`src/rtl/prime_if.sv`:
```
// Signal bundle for the prime detector: the nibble inputs, the clear strobe,
// and the combinational, registered and counted results.
interface prime_if #(
  parameter int unsigned COUNT_W = 8
);
  logic               A;
  logic               B;
  logic               C;
  logic               D;
  logic               clr_count;
  logic               F;
  logic               F_q;
  logic [COUNT_W-1:0] hit_count;

  // The side that supplies the nibble and consumes the results.
  modport master (
    output A, B, C, D, clr_count,
    input  F, F_q, hit_count
  );

  // The detector itself.
  modport slave (
    input  A, B, C, D, clr_count,
    output F, F_q, hit_count
  );
endinterface

```
`src/rtl/prime.sv`:
```
// 4-bit prime detector. F is a pure mask lookup on N = {A,B,C,D}. F_q is F
// delayed by one clock, and hit_count counts the clock edges at which F was 1,
// saturating at all-ones.
module prime #(
  parameter logic [15:0] PRIME_MASK = 16'h28AC,
  parameter int unsigned COUNT_W    = 8
) (
  input  logic     clk,
  input  logic     rst_n,
  prime_if.slave   bus
);

  localparam logic [COUNT_W-1:0] COUNT_MAX = '1;

  logic [3:0] n;

  assign n = {bus.A, bus.B, bus.C, bus.D};

  // The mask index is the single source of truth for F, so a non-default
  // PRIME_MASK retargets the detector without touching the logic.
  assign bus.F = PRIME_MASK[n];

  // Registered copy of F for downstream sampling.
  always_ff @(posedge clk or negedge rst_n) begin
    // NOTE: state registers use non-blocking assignment so every flop
    // samples the pre-edge value of its inputs.
    if (!rst_n) begin
      bus.F_q <= 1'b0;
    end else begin
      bus.F_q <= bus.F;
    end
  end

  // Saturating hit counter with a synchronous clear.
  always_ff @(posedge clk or negedge rst_n) begin
    if (!rst_n) begin
      bus.hit_count <= '0;
    end else if (bus.clr_count) begin
      // NOTE: clear is tested first so it wins even when F=1 on the same edge.
      bus.hit_count <= '0;
    end else if (bus.F && (bus.hit_count != COUNT_MAX)) begin
      bus.hit_count <= bus.hit_count + 1'b1;
    end
  end

endmodule

```
`src/flat_wrapper.sv`:
```
// flat-port wrapper written by rule: the top's interface ports become plain ports
module prime_flat 
#(
  parameter logic [15:0] PRIME_MASK = 16'h28AC,
  parameter int unsigned COUNT_W    = 8
)
  (clk, rst_n, bus_A, bus_B, bus_C, bus_D, bus_clr_count, bus_F, bus_F_q, bus_hit_count);
  prime_if #(.COUNT_W(COUNT_W)) bus_i ();
  input  logic clk;
  input  logic rst_n;
  input wire logic [$bits(bus_i.A)-1:0] bus_A;
  input wire logic [$bits(bus_i.B)-1:0] bus_B;
  input wire logic [$bits(bus_i.C)-1:0] bus_C;
  input wire logic [$bits(bus_i.D)-1:0] bus_D;
  input wire logic [$bits(bus_i.clr_count)-1:0] bus_clr_count;
  output wire logic [$bits(bus_i.F)-1:0] bus_F;
  output wire logic [$bits(bus_i.F_q)-1:0] bus_F_q;
  output wire logic [$bits(bus_i.hit_count)-1:0] bus_hit_count;
  assign bus_i.A = bus_A;
  assign bus_i.B = bus_B;
  assign bus_i.C = bus_C;
  assign bus_i.D = bus_D;
  assign bus_i.clr_count = bus_clr_count;
  assign bus_F = bus_i.F;
  assign bus_F_q = bus_i.F_q;
  assign bus_hit_count = bus_i.hit_count;
  prime #(.PRIME_MASK(PRIME_MASK), .COUNT_W(COUNT_W)) u_core (.clk(clk), .rst_n(rst_n), .bus(bus_i));
endmodule
```
`config.mk`:
```
export PLATFORM = sky130hd
export DESIGN_NAME = prime_flat
export DESIGN_NICKNAME = d
export VERILOG_FILES = /design/src/rtl/prime_if.sv /design/src/rtl/prime.sv /design/src/flat_wrapper.sv
export SDC_FILE = /design/constraint.sdc
export NUM_CORES = 1
export LEC_CHECK = 0
export BUFFER_PORTS_ARGS = -buffer_cell sky130_fd_sc_hd__buf_2
export CAP_MARGIN = 5
export CORE_AREA = 2 2 39 41
export CTS_BUF_LIST = sky130_fd_sc_hd__clkbuf_4 sky130_fd_sc_hd__clkbuf_8
export CTS_CLUSTER_SIZE = 8
export DETAILED_ROUTE_END_ITERATION = 10
export DIE_AREA = 0 0 41 43
export SYNTH_ARGS = -nofsm -noshare
export SYNTH_HDL_FRONTEND = slang
export SYNTH_SLANG_ARGS = --single-unit
```
`constraint.sdc`:
```
create_clock -name clk -period 2 [get_ports clk]
set_input_delay 0.1 -clock clk [delete_from_list [all_inputs] [get_ports clk]]
set_output_delay 0.1 -clock clk [all_outputs]
set_load 0.05 [all_outputs]
```
==> results.py <==
metrics = {
    "run_status": {
        "outcome": "completed",
    },
    "synthesis": {
        "synth-seq-cells": 9,
        "synth_warnings": 0,
        "synth.avg_cell_area_sq_um": 9.662,
        "async_reset_ff_share_pct": 100.0,
        "yosysTopAreaCellShare_pct": 43.17,
        "synth-edff-count": 0,
        "synthesis.area_sq_um": 521.8,
        "netlist_instances": 54,
        "synth_seq_area_share_pct": 43.17,
        "syn-num-nets": 62,
        "synth_top_cell_by_area": "dfrtp_1",
        "synthTopCellsByArea": "dfrtp_1 43%, a211oi_1 5.8%, and3_4 4.3%",
        "synth_cell_type_count": 27,
        "synth_ff_type": "dfrtp_1",
    },
    "timing": {
        "rsz0062_at_grt": "no",
        "relSlewSlack_pct": 81.57,
        "worst_pin_slew_ns": 0.2752,
        "period_needed_ns": 1.656,
        "fin_setup_tns_ns": 0,
        "finalSetupViolCount": 0,
        "finalCritPeriodShare_pct": 82.80,
        "finalHoldViolCount": 0,
        "drv_slew": 0,
        "fin_worst_skew_ns": 0.001555,
        "fmax_mhz": 603.9,
    },
    "setup_path": {
        "path_buf_inv": 0,
        "crit_type": "register to register",
        "crit_fanout": 7,
        "cp_top_family": "simple AND/OR/NAND/NOR gates",
        "slowest_stage": "or4_1",
        "r2r_cells": 4,
        "cp-start-kind": "register",
        "critPathRequiredTime_ns": 2.20,
        "r2r-end": "u_core.bus.hit_count[4]",
        "slowest_delay_ns": 0.54,
        "crit_arrival_ns": 1.86,
        "reg2reg_from": "u_core.bus.hit_count[0]",
        "crit_cells": 4,
        "path_cells": "ha_1 > nand4_1 > or4_1 > a21oi_1",
        "r2r_slack_ns": 0.34,
        "critPathCaptureType": "register",
    },
    "global_routing": {
        "grt_max_degree": 13,
        "first_global_vias": 446,
        "grt_overflow": 0,
        "grt_pass1_wl_um": 1911,
        "grtUsageTotal_pct": 16.68,
        "antenna_found_initial": 0,
    },
    "layout": {
        "area_growth_pct": 23.74,
        "multiInputGateArea_sq_um": 272.8,
        "final_common_cell": "buf_2",
        "num_antenna_cells": 0,
        "final_cell_mix": "16 x buf_2, 9 x dfrtp_1, 4 x nand2_1, 4 x a211oi_1, 4 x clkbuf_4",
        "regArea_sq_um": 225.2,
        "fill_cells": 140,
        "num-nets-final": 82,
        "drive_gt1_share_pct": 30.14,
    },
    "clock_network": {
        "hold_buffers": 1,
        "htree_levels": 1,
        "cts_buffer_depth": 2,
        "clock-sinks": 9,
        "ctsResizeCount": 0,
        "cts_tree": "built",
        "cts_buffers": 3,
        "cts_root_buffer": "clkbuf_4",
        "worst_skew_pair.late_latency_ns": 0.27,
        "path_clk_slew_ns": 0.06,
        "postCtsSetupRepairBufs": 0,
    },
    "power_and_ir_drop": {
        "power_density_mw_per_mm2": 662.9,
        "p_switching_mw": 0.1271,
        "p_int_mw": 0.3009,
        "report.power.total_mw": 0.4280,
        "ir_drop_uv": 317.1,
        "switching_share_pct": 29.71,
        "pwr-share-seq_pct": 45.3,
        "p_comb_share_pct": 17.2,
        "p_leak_nw": 0.3066,
        "power.clock.fraction_pct": 37.5,
    },
    "floorplan": {
        "initial_utilization_pct": 37.70,
        "die_h_um": 43,
        "core_sq_mm": 0.001384,
        "pin_count": 17,
        "rows": 14,
        "die_x_um": 41,
        "die_area_sq_mm": 0.001763,
    },
    "route": {
        "viasPerCell": 5.337,
        "avgRoutedWirePerCell_um": 12.52,
        "antenna_left": 0,
        "drt_iter0_markers": 9,
        "route.detailed.drc": 0,
        "dr.pass1.iters": 4,
        "routed_wl_um": 1114,
        "via_count": 475,
    },
    "place": {
        "gp_congestion": 0.7378,
        "port_buffers": 16,
    },
    "flow_run": {
        "drv.max_cap_violation_count": 0,
    },
    "hold_path": {
        "whs_endpoint": "u_core.bus.hit_count[4]",
        "hold_class": "input pin to register",
        "hp-start": "bus_clr_count",
        "holdPathStages": 2,
    },
}
power by group through the flow:
stage | sequential (mW) | combinational, mW | clock (mW)
3_3_place_gp | 0.196 | 0.0732 | 0
5_1_grt | 0.195 | 0.0801 | 0.184
2_1_floorplan | 0.219 | 0.0286 | 0
3_5_place_dp | 0.197 | 0.0727 | 0
4_1_cts | 0.194 | 0.0745 | 0.165
6_report | 0.194 | 0.0736 | 0.161
state kept, by name, indices dropped and copies added, names as in the netlist:
register and count:
u_core.bus.hit_count 8, u_core.bus.F_q 1
Yosys cell counts, types with 2 or more instances:
cell	n
a211oi_1	4
a21oi_1	3
and3_4	2
dfrtp_1	9
inv_1	2
mux2_1	2
nand2_1	4
nand2b_1	3
nand3_1	2
nand4_1	2
nor2_1	3
nor2b_1	2
or4_1	2
layer usage:
metal / routed length (um) / part of all wire [%] / vias up / track usage, %
met3: 75 / 6.7 / 3 / 7.853
met5: 0 / 0 / - / 0
met1: 506 / 45 / 218 / 23.36
met4: 25 / 2.2 / 0 / 8.000
li1: - / - / 240 / -
met2: 507 / 46 / 14 / 20.94
metrics by stage:
stage	util (%)	hold WS (ns)	instances	area [sq um]	worst slack, ns
2_1_floorplan	-	-0.1956	54	521.8	0.1433
3_3_place_gp	43.76	-0.03418	84	605.6	0.4233
3_5_place_dp	43.76	-0.03244	84	605.6	0.3701
4_1_cts	46.65	0.1251	89	645.6	0.3554
5_1_grt	46.65	0.1374	89	645.6	0.1592
6_report	46.65	0.1289	89	645.6	0.3441
cells by family after synthesis:
family,after synthesis,share of synthesized area (%)
buffers and inverters,4,4.556
and+or+nand+nor,25,28.30
DFF,9,43.17
AOI/OAI and AO/OA,12,15.35
adders and majority gates,1,2.398
muxes,3,6.235
worst max-delay path by stage:
stage	from	endpoint	slack [ns]
global placement	u_core.bus.hit_count[0]	u_core.bus.hit_count[4]	0.42
global route	u_core.bus.hit_count[0]	u_core.bus.hit_count[4]	0.16
CTS	u_core.bus.hit_count[0]	u_core.bus.hit_count[4]	0.36
floorplan	u_core.bus.hit_count[0]	u_core.bus.hit_count[4]	0.14
finish	u_core.bus.hit_count[0]	u_core.bus.hit_count[4]	0.34
detailed placement	u_core.bus.hit_count[0]	u_core.bus.hit_count[4]	0.37
worst reg2reg max path, stage by stage (launching register included):
cell and delay [ns]:
dfrtp_1 0.40, ha_1 0.30, nand4_1 0.20, or4_1 0.54
a21oi_1 0.15
area by class of cell:
class                           count  share of cell area [%]
Inverter                            2                   1.163
Timing Repair Buffer               17                   13.95
Tap cell                           16                   3.101
Sequential cell                     9                   34.88
Multi-Input combinational cell     41                   42.25
Clock buffer                        4                   4.651
Note: power is estimated with default switching activity, not from simulation.
